[config.mk]
export PLATFORM = sky130hd
export DESIGN_NAME = i2s_tx
export DESIGN_NICKNAME = d
export VERILOG_FILES = /design/src/rtl/i2s_tx_pkg.sv /design/src/rtl/i2s_bclk_gen.sv /design/src/rtl/i2s_tx.sv
export SDC_FILE = /design/constraint.sdc
export NUM_CORES = 1
export LEC_CHECK = 0
export ABC_CLOCK_PERIOD_IN_PS = 5300
export BUFFER_PORTS_ARGS = -buffer_cell sky130_fd_sc_hd__buf_2
export CAP_MARGIN = 25
export CORE_UTILIZATION = 35
export CTS_BUF_LIST = sky130_fd_sc_hd__clkbuf_4 sky130_fd_sc_hd__clkbuf_8 sky130_fd_sc_hd__clkbuf_16
export CTS_CLUSTER_DIAMETER = 80
export DETAILED_ROUTE_END_ITERATION = 8
export GPL_TIMING_DRIVEN = 0
export PLACE_DENSITY = 0.5
export SLEW_MARGIN = 20
export SYNTH_ARGS = -nofsm -noshare
export SYNTH_HDL_FRONTEND = slang
export SYNTH_SLANG_ARGS = --single-unit
export TNS_END_PERCENT = 10
[constraint.sdc]
create_clock -name clk -period 5.3 [get_ports clk]
set_input_delay 1.06 -clock clk [delete_from_list [all_inputs] [get_ports clk]]
set_output_delay 1.06 -clock clk [all_outputs]
set_load 0.02 [all_outputs]
[src/rtl/i2s_tx_pkg.sv]
// i2s_tx_pkg: widths shared by the stereo stage and the I2S transmitter.
package i2s_tx_pkg;
    localparam int SAMPLE_W   = 16;
    localparam int SLOT_W     = 32;
    localparam int FRAME_BITS = 64;
    localparam int CNT_W      = $clog2(FRAME_BITS);
    localparam int OFS_W      = $clog2(SLOT_W);
    typedef logic [CNT_W-1:0] bit_cnt_t;
endpackage

[src/rtl/i2s_bclk_gen.sv]
// i2s_bclk_gen: divides clk into bclk and flags the clk cycle in which bclk falls.
module i2s_bclk_gen #(
    parameter int BCLK_HALF = 4
) (
    input  logic clk,
    input  logic reset,
    output logic bclk,
    output logic fall
);
    localparam logic [7:0] LAST = 8'(BCLK_HALF - 1);
    logic [7:0] div;
    logic tick;
    assign tick = div == LAST;
    assign fall = tick && bclk;
    always_ff @(posedge clk) begin
        if (reset) begin
            div  <= '0;
            bclk <= 1'b0;
        end else begin
            div <= tick ? 8'd0 : div + 8'd1;
            if (tick) bclk <= ~bclk;
        end
    end
endmodule

[src/rtl/i2s_tx.sv]
// i2s_tx: I2S transmitter, 64-bclk frames of two 32-bit slots with 16-bit samples MSB first.
// Define I2S_TX_UNDERRUN_HOLD_EN to resend the last latched pair on underrun instead of zeros.
module i2s_tx
    import i2s_tx_pkg::*;
#(
    parameter int BCLK_HALF = 4
) (
    input  logic                       clk,
    input  logic                       reset,
    input  logic signed [SAMPLE_W-1:0] codec_sample_left,
    input  logic signed [SAMPLE_W-1:0] codec_sample_right,
    input  logic                       sample_valid,
    output logic                       sample_ready,
    output logic                       underrun,
    output logic                       bclk,
    output logic                       lrclk,
    output logic                       sdata
);
    logic fall, wrap, send;
    bit_cnt_t bit_cnt, nxt;
    logic [OFS_W-1:0] ofs;
    logic [SAMPLE_W-1:0] sh_l, sh_r, load_l, load_r;

    i2s_bclk_gen #(.BCLK_HALF(BCLK_HALF)) u_bclk (
        .clk  (clk),
        .reset(reset),
        .bclk (bclk),
        .fall (fall)
    );

    assign nxt  = bit_cnt + 1'b1;
    assign ofs  = nxt[OFS_W-1:0];
    assign wrap = bit_cnt == bit_cnt_t'(FRAME_BITS - 1);
    assign send = ofs != '0 && ofs <= OFS_W'(SAMPLE_W);

`ifdef I2S_TX_UNDERRUN_HOLD_EN
    logic [SAMPLE_W-1:0] hold_l, hold_r;
    always_ff @(posedge clk) begin
        if (reset) begin
            hold_l <= '0;
            hold_r <= '0;
        end else if (fall && wrap && sample_valid) begin
            hold_l <= codec_sample_left;
            hold_r <= codec_sample_right;
        end
    end
    assign load_l = sample_valid ? codec_sample_left : hold_l;
    assign load_r = sample_valid ? codec_sample_right : hold_r;
`else
    assign load_l = sample_valid ? codec_sample_left : '0;
    assign load_r = sample_valid ? codec_sample_right : '0;
`endif

    always_ff @(posedge clk) begin
        if (reset) begin
            bit_cnt      <= '1;
            lrclk        <= 1'b0;
            sdata        <= 1'b0;
            sample_ready <= 1'b0;
            underrun     <= 1'b0;
            sh_l         <= '0;
            sh_r         <= '0;
        end else begin
            sample_ready <= fall && wrap && sample_valid;
            underrun     <= fall && wrap && !sample_valid;
            if (fall) begin
                bit_cnt <= nxt;
                lrclk   <= nxt[CNT_W-1];
                sdata   <= send && (nxt[CNT_W-1] ? sh_r[SAMPLE_W-1] : sh_l[SAMPLE_W-1]);
                // Slot offset 0 is the wrap itself, so the MSB leaves one bclk after lrclk moves.
                if (wrap) begin
                    sh_l <= load_l;
                    sh_r <= load_r;
                end else if (send && nxt[CNT_W-1]) begin
                    sh_r <= sh_r << 1;
                end else if (send) begin
                    sh_l <= sh_l << 1;
                end
            end
        end
    end
endmodule

======== Word-level counts from Yosys, hierarchy flattened ========
Index checks and enable logic that the tools add are counted.
operators by class
  muxes and demuxes ....................... 8
  add/sub/neg operators ................... 2
  magnitude comparators ................... 1
  bitwise gates (word level) .............. 1
  equality and inequality tests ........... 3
  reduce and logical (&&, ||, !) cells .... 14
operators by type and width
  operator               count
  $mux W16               7
  $add A8 B1 Y8 const B  1
  $eq A8 B2 Y1 const B   1
  $logic_and A1 B1 Y1    7
  $add A6 B1 Y6 const B  1
  $eq A6 B6 Y1 const B   1
  $le A5 B5 Y1 const B   1
  $reduce_bool A5 Y1     1
  $reduce_bool A2 Y1     2
  $reduce_and A3 Y1      1
  $ne A2 B2 Y1 const B   1
  $reduce_and A2 Y1      1
  $reduce_or A2 Y1       1
  $logic_not A1 Y1       1
  $mux W1                1
  $not A1 Y1             1
word-level totals
  register bits ........................... 51
  input bits .............................. 35
  word-level logic and storage cells ...... 38
  output and inout bits ................... 5

======== Logic depth before layout (Yosys ltp) ========
Gate-level depths: netlist (run 1).
  depth after elaboration ................. 6
  depth in mapped cells ................... 9
  depth with buffers taken out ............ 6

======== Hierarchy ========
A second synthesis (run 1) with hierarchy kept.
second synthesis, totals
  cells, all modules ...................... 340
  area total of the unflattened synthesis .. 2831.5 um2
modules (own cells, without submodules)
  module        area an instance (um2)  times used  cells each
  i2s_tx        2451.1                  1           297
  i2s_bclk_gen  380.4                   1           43

======== Least setup slack after synthesis (run 1) ========
Ideal clock, no wire load.
  path type ............................... input -> register
  start point ............................. input sample_valid
  end point ............................... register sh_l[10]
  slack ................................... 3193 ps
  cell stages on the path ................. 5
  library setup time ...................... 70 ps
  arrival ................................. 2037 ps
  cells stage by stage .................... clkbuf_1 > clkbuf_1 > nand4_1 > a211o_1 > a21oi_1
between the ends
  longest elaborated chain between the ends .. 2
ends and longest elaborated chain
  element               RTL line      text
  from (decl)           i2s_tx.sv:12  input logic sample_valid,
  $mux W16              i2s_tx.sv:50  assign load_l = sample_valid ? codec_sample_left : '0;
  $mux W16              i2s_tx.sv:71  if (wrap) begin
  to (signal assigned)  i2s_tx.sv:72  sh_l <= load_l;
  to (signal assigned)  i2s_tx.sv:77  sh_l <= sh_l << 1;
  to (decl)             i2s_tx.sv:22  logic [SAMPLE_W-1:0] sh_l, sh_r, load_l, load_r;
Every way passes these cells.
A chain may end at the register's enable or synchronous reset.

======== Worst setup path after layout (run 1) ========
  start point ............................. register u_bclk.div[0]
  end point ............................... register sh_r[5]
between the ends
  longest elaborated chain between the ends .. 3
ends and longest elaborated chain
  element                      RTL line            text
  from (decl)                  i2s_bclk_gen.sv:11  logic [7:0] div;
  from (signal assigned)       i2s_bclk_gen.sv:20  div <= tick ? 8'd0 : div + 8'd1;
  $eq A8 B2 Y1                 i2s_bclk_gen.sv:13  assign tick = div == LAST;
  $logic_and A1 B1 Y1          i2s_bclk_gen.sv:14  assign fall = tick && bclk;
  $reduce_and A2 Y1 (no line)  n/a
  to (signal assigned)         i2s_tx.sv:73        sh_r <= load_r;
  to (signal assigned)         i2s_tx.sv:75        sh_r <= sh_r << 1;
  to (decl)                    i2s_tx.sv:22
Every way passes these cells.

==> results of run 1 <==
## flip-flops by register name (all words and copies together) (netlist names)
signal and count:
sdata 1, underrun 1, lrclk 1, sample_ready 1, sh_l 16, bit_cnt 6
u_bclk.div 8, sh_r 16, u_bclk.bclk 1
## through the flow
step                      worst slack [ns]   util  hold WS (ns)  area, um2  cells
after floorplan                       3.19      -         0.438       2550    310
after global placement                2.83  0.414         0.461       2860    444
after detailed placement              2.82  0.414         0.464       2860    444
after CTS                             2.94  0.429         0.481       2960    452
after global routing                  2.78  0.429         0.510       2960    452
final                                 2.94  0.429         0.479       2960    452
## worst max path at each step
stage,to,from
floorplan,sh_l[10],sample_valid
detailed placement,sh_l[4],sample_valid
global placement,sh_l[4],sample_valid
CTS,sh_r[5],u_bclk.div[0]
finish,sh_r[5],u_bclk.div[0]
global route,sh_r[14],bit_cnt[0]
## where the power goes
part	internal [mW]	switching [mW]	total, mW
registers	0.388	0.00518	0.393
logic	0.0279	0.0472	0.0751
clock network	0.125	0.130	0.254
total	0.540	0.182	0.722
## critical path, stage by stage, from the launching register on
cell and delay [ns]:
dfxtp_1 0.42, ha_1 0.28, nor4b_4 0.35, nand3_2 0.24, a2111oi_4 0.45, buf_2 0.37, a211oi_2 0.11
## logic make-up after synthesis
logic type	count (synthesis)	share of synthesized area
multiplexers	2	0.00786
buffers and inverters	31	0.0525
flip-flops	51	0.401
AO/OA/AOI/OAI	83	0.244
XOR/XNOR	12	0.0412
AND/OR/NAND/NOR	129	0.244
adder cells (fa/ha/maj)	2	0.00982
## metal layers
metal	GRT usage	up-vias	part of all wire
li1	-	1180	-
met2	0.287	35	0.44
met5	0	-	0
met1	0.239	1068	0.51
met3	0.0303	7	0.032
met4	0.0492	0	0.011
## cell type report
| type | instances | area, um2 |
|---|---|---|
| plain buffers | 29 | 126 |
| clock buffers | 8 | 104 |
| fillers | 754 | 3940 |
| inverters | 2 | 7.51 |
| multi-input cells | 228 | 1390 |
| flip-flops and latches | 51 | 1020 |
| well taps | 96 | 120 |
| repair buffers | 38 | 190 |
## placed cells by master, fill, tap and decap left out, drive strengths merged, types with 2 or more instances in the layout
| cell | synthesis | routed |
|---|---|---|
| o21a | 3 | 3 |
| nand3 | 7 | 7 |
| inv | 2 | 2 |
| ha | 2 | 2 |
| and3 | 2 | 2 |
| dfxtp | 51 | 51 |
| a211o | 16 | 16 |
| xor2 | 9 | 9 |
| mux2i | 2 | 2 |
| nor2 | 44 | 44 |
| a211oi | 15 | 15 |
| nor4b | 3 | 3 |
| nand4 | 18 | 18 |
| buf | 7 | 45 |
| nand2 | 39 | 39 |
| a21oi | 30 | 30 |
| o21ai | 17 | 17 |
| nor3 | 3 | 3 |
| clkbuf | 22 | 30 |
| xnor2 | 3 | 3 |
| nand2b | 4 | 4 |
==> tab_implementation.tex, run 1 <==
\begin{tabular}{lr}
\hline
Metric & Value \\
\hline
\multicolumn{2}{l}{\textbf{Outcome}} \\
Status & complete, no violations \\
\multicolumn{2}{l}{\textbf{Layout}} \\
Number of antenna diodes & 0 \\
Syn-to-layout area delta & 16.2\% \\
Layout cells sized above 1 & 0.202 \\
Number of nets in the finished design & 392 \\
\multicolumn{2}{l}{\textbf{Global route}} \\
Global-route total usage across every layer & 0.176 \\
Largest net degree at the start of global routing & 15 \\
Wire length of the first global-routing pass & 10500 um \\
Initial antenna violation count & 0 \\
Number of global-route vias before repair & 2152 \\
Overflow left after global routing & 0 \\
\multicolumn{2}{l}{\textbf{Clock network}} \\
Clock Latency Late Sink & 0.30 ns \\
Clock Path Buffers & 2 \\
Number of sinks handled by clock tree synthesis & 51 \\
Quantity of gates resized following cts & 0 \\
Clock-pin slew of the registers on the worst-case setup and hold paths & 0.09 ns \\
Number of H-tree branching levels & 2 \\
Root Buffer & clkbuf\_8 \\
Number of buffers created by CTS & 5 \\
Buffer count from post-CTS setup fixing & 0 \\
Quantity of hold-fixing buffers added after cts & 0 \\
TritonCTS clock tree & done \\
\multicolumn{2}{l}{\textbf{Synthesis}} \\
Synth cell count leaders & dfxtp\_1 (51), nor2\_1 (44), nand2\_1 (39), a21oi\_1 (30), clkbuf\_1 (20) \\
Number of enable flip-flop cells after synthesis & 0 \\
Register area share after synthesis & 0.401 \\
Synth Instances & 310 \\
Number of distinct library cells after synthesis & 38 \\
Yosys top cell area share & 0.401 \\
Largest area contributor in the netlist & dfxtp\_1 \\
Flip-flop and latch count after synthesis & 51 \\
Main area contributors after synthesis & dfxtp\_1 (40\%), a211oi\_2 (7.4\%), nor2\_1 (6.5\%) \\
Synth Flop Type & dfxtp\_1 \\
Synthesized Nets & 347 \\
Most numerous cell in the Yosys netlist & dfxtp\_1 \\
Mean area per synthesized cell & 8.22 um2 \\
Warnings, synthesis & 0 \\
Share of async-settable or async-resettable flops after synthesis & 0 \\
Cell area after synthesis & 2550 um2 \\
\multicolumn{2}{l}{\textbf{Power}} \\
Largest voltage drop on the vdd net & 0.0842 mV \\
Leakage power figure & 1.08 nW \\
Power per cell area & 244 nW/um2 \\
Power Total & 0.722 mW \\
\multicolumn{2}{l}{\textbf{Routing}} \\
Remaining routing DRC violations & 0 \\
Violation count after the first detailed-routing iteration & 71 \\
Number of nets with antenna violations after detailed routing & 0 \\
Average wire per standard cell & 13.7 um \\
Routed Wire Length & 6170 um \\
Post-DR vias/cell & 5.07 \\
Vias post-DR & 2290 \\
Pre-antenna DRT Iters & 6 \\
\multicolumn{2}{l}{\textbf{Placement}} \\
I/O Buffers & 38 \\
HPWL after detailed placement & 4410 um \\
Final weighted congestion of routability-driven global placement & 0.760 \\
\multicolumn{2}{l}{\textbf{Critical path}} \\
Arrival time of data at the critical path endpoint & 2.52 ns \\
WS Path Type & reg -> reg \\
Slack of the worst reg-to-reg path & 2.94 ns \\
Critical R2R Launch & u\_bclk.div[0] \\
Setup crit start kind & flip-flop \\
Required time of the critical path & 5.46 ns \\
Critical path peak fanout & 10 \\
Cell depth of the worst flop-to-flop path & 6 \\
Type of destination of the critical path & flip-flop \\
Worst flop-to-flop path endpoint & sh\_r[5] \\
\multicolumn{2}{l}{\textbf{STA}} \\
Min cycle time layout & 2.36 ns \\
RSZ-0062 raised after global routing & no \\
Max-slew violation count & 0 \\
Total Neg Setup Slack & 0 ns \\
Slew at the pin closest to its max-slew limit & 0.687 ns \\
Slew margin rel. & 0.542 \\
Final critical-path share of the clock period & 0.446 \\
Number of hold-slack violations in the final timing report & 0 \\
Worst clock skew & 0.00827 ns \\
Top achievable clock speed & 424 MHz \\
Finish-stage setup viols & 0 \\
\multicolumn{2}{l}{\textbf{Floorplan}} \\
Initial standard-cell utilization of the core & 0.369 \\
Area enclosed by the die boundary & 7630 um2 \\
I/O pin cnt & 40 \\
Die Width & 87.3 um \\
Die Ht & 87.3 um \\
Area inside the core boundary & 6910 um2 \\
Placement Rows & 30 \\
\multicolumn{2}{l}{\textbf{Worst hold path}} \\
Kind of path behind the tightest hold check & reg -> reg \\
End of the worst hold path & sh\_l[3] \\
Number of instances on the worst hold path & 2 \\
Launch instance of the worst min-delay path & sh\_l[3] \\
\multicolumn{2}{l}{\textbf{Job}} \\
Max-cap check violation count & 0 \\
\hline
\end{tabular}
Note: power is estimated with default switching activity, not from simulation.
==> run 2, diff against run 1 <==
Settings changed: ABC_CLOCK_PERIOD_IN_PS 5300 to 2200.
Clock period 5.3 ns to 2.2 ns, I/O delays scaled along.
==> tab_implementation.tex, run 2 (same netlist as run 1, synthesis figures left out) <==
\begin{tabular}{lr}
\hline
Metric & Value \\
\hline
\multicolumn{2}{l}{\textbf{Clock network}} \\
Number of sinks handled by clock tree synthesis & 51 \\
Number of buffers created by CTS & 5 \\
Clock Latency Late Sink & 0.30 ns \\
Clock-pin slew of the registers on the worst-case setup and hold paths & 0.10 ns \\
Root Buffer & clkbuf\_8 \\
Number of H-tree branching levels & 2 \\
Clock Path Buffers & 2 \\
TritonCTS clock tree & done \\
Quantity of hold-fixing buffers added after cts & 0 \\
\multicolumn{2}{l}{\textbf{Critical path}} \\
Critical R2R Launch & bit\_cnt[1] \\
Largest stage delay, worst path & 0.39 ns \\
WS Path Type & reg -> reg \\
Cell depth of the worst flop-to-flop path & 8 \\
Setup crit start kind & flip-flop \\
Slack of the worst reg-to-reg path & 0.13 ns \\
Type of destination of the critical path & flip-flop \\
Number of buffers and inverters on the critical path & 2 \\
Most common cell type on the critical path & clkbuf\_2 \\
Slowest cell on the critical path & dfxtp\_1 \\
Worst flop-to-flop path endpoint & sh\_l[8] \\
Worst path depth & 8 \\
Family with the most delay on the worst path & compound AO/OA/AOI/OAI gates \\
Critical path cell sequence & ha\_2 -> and4\_1 -> clkbuf\_2 -> nand2\_1 -> o31a\_1 -> clkbuf\_2 -> a211o\_1 -> a21oi\_1 \\
Required time of the critical path & 2.44 ns \\
Arrival time of data at the critical path endpoint & 2.30 ns \\
Critical path peak fanout & 10 \\
\multicolumn{2}{l}{\textbf{Floorplan}} \\
Die Ht & 87.3 um \\
Initial standard-cell utilization of the core & 0.369 \\
Placement Rows & 30 \\
Area enclosed by the die boundary & 7630 um2 \\
Die Width & 87.3 um \\
I/O pin cnt & 40 \\
Area inside the core boundary & 6910 um2 \\
\multicolumn{2}{l}{\textbf{Global route}} \\
Overflow left after global routing & 0 \\
Number of global-route vias before repair & 2163 \\
Initial antenna violation count & 0 \\
Global-route total usage across every layer & 0.177 \\
Largest net degree at the start of global routing & 15 \\
Wire length of the first global-routing pass & 10500 um \\
\multicolumn{2}{l}{\textbf{Worst hold path}} \\
Launch instance of the worst min-delay path & codec\_sample\_left[0] \\
End of the worst hold path & sh\_l[0] \\
Kind of path behind the tightest hold check & in -> reg \\
Number of instances on the worst hold path & 3 \\
\multicolumn{2}{l}{\textbf{Routing}} \\
Average wire per standard cell & 13.8 um \\
Vias post-DR & 2316 \\
Violation count after the first detailed-routing iteration & 76 \\
Pre-antenna DRT Iters & 4 \\
Post-DR vias/cell & 5.09 \\
Number of nets with antenna violations after detailed routing & 0 \\
Remaining routing DRC violations & 0 \\
Routed Wire Length & 6280 um \\
\multicolumn{2}{l}{\textbf{STA}} \\
Finish-stage setup viols & 0 \\
Slew at the pin closest to its max-slew limit & 0.694 ns \\
Final critical-path share of the clock period & 0.939 \\
Max-slew violation count & 0 \\
Total Neg Setup Slack & 0 ns \\
Worst clock skew & 0.00629 ns \\
Min cycle time layout & 2.07 ns \\
Top achievable clock speed & 484 MHz \\
Number of hold-slack violations in the final timing report & 0 \\
Slew margin rel. & 0.537 \\
\multicolumn{2}{l}{\textbf{Placement}} \\
Final weighted congestion of routability-driven global placement & 0.760 \\
HPWL after detailed placement & 4410 um \\
I/O Buffers & 38 \\
Area after DPL & 2860 um2 \\
\multicolumn{2}{l}{\textbf{Power}} \\
Largest voltage drop on the vdd net & 0.204 mV \\
Power Total & 1.76 mW \\
Power per cell area & 581 nW/um2 \\
Leakage power figure & 1.12 nW \\
\multicolumn{2}{l}{\textbf{Layout}} \\
Commonest non-fill, non-tap cell in the layout & dfxtp\_1 \\
Largest regs & sh\_l: 16 flops, sh\_r: 16 flops, u\_bclk.div: 8 flops \\
Number of nets in the finished design & 395 \\
Layout cells sized above 1 & 0.245 \\
Number of antenna diodes & 0 \\
Top library cells by usage in the layout, fill and taps aside & dfxtp\_1 (49), nor2\_1 (44), buf\_2 (40), nand2\_1 (39), a21oi\_1 (30) \\
Syn-to-layout area delta & 18.6\% \\
Final Cell Area & 3020 um2 \\
\multicolumn{2}{l}{\textbf{Job}} \\
Max-cap check violation count & 0 \\
\multicolumn{2}{l}{\textbf{Outcome}} \\
Status & complete, no violations \\
\hline
\end{tabular}
==> run 2: cell count changes in the layout (fill, tap and decap cells not counted), sizes merged <==
cell and change:
buf +1, clkbuf +2
==> run 2: how the worst max path moves through the flow <==
| stage | start | end | slack [ns] |
|---|---|---|---|
| floorplan | u_bclk.div[0] | sh_r[10] | 0.19 |
| global placement | u_bclk.div[0] | sh_r[12] | -0.13 |
| detailed placement | u_bclk.div[0] | sh_r[5] | -0.14 |
| CTS | bit_cnt[0] | sh_l[1] | 0.04 |
| global route | bit_cnt[1] | sh_r[14] | -0.008 |
| finish | bit_cnt[1] | sh_l[8] | 0.13 |
==> run 2: repair_timing <==
item / CTS / global route
gates resized for setup: 7 / 14
pin swaps: 1 / 0
setup endpoints to repair: 29 / 31
setup buffers: 1 / 2
==> run 2: stage by stage <==
step / util / hold WS, ns / std cells / worst slack, ns
final: 0.438 / 0.328 / 455 / 0.134
after global routing: 0.438 / 0.325 / 455 / -0.00845
after CTS: 0.433 / 0.317 / 453 / 0.0350
after detailed placement: 0.414 / 0.464 / 444 / -0.143
after global placement: 0.414 / 0.461 / 444 / -0.135
after floorplan: - / 0.438 / 310 / 0.191
==> run 2: cell type report <==
class | instances | area (um2)
buffer | 29 | 144
clock buffer | 8 | 104
fill | 757 | 3880
inverter | 2 | 7.51
multi-input combinational | 228 | 1410
sequential | 51 | 1020
tap | 96 | 120
timing repair buffer | 41 | 213
==> run 2: worst reg2reg max path, stage by stage, from the launching register on <==
cell	delay [ns]
dfxtp_1	0.39
ha_2	0.23
and4_1	0.20
clkbuf_2	0.21
nand2_1	0.14
o31a_1	0.17
clkbuf_2	0.22
a211o_1	0.31
a21oi_1	0.14
==> run 2: power by group <==
part	switching [mW]	internal, mW
Clock	0.317	0.300
Combinational	0.117	0.0736
Sequential	0.0131	0.935
Total	0.447	1.31
==> run 2: metal layers <==
metal  GRT usage  part of all wire  up-vias
met2       0.290              0.45       40
met5           0                 0        -
met1       0.239              0.50     1083
met3      0.0303             0.036        7
li1            -                 -     1186
met4      0.0492             0.011        0
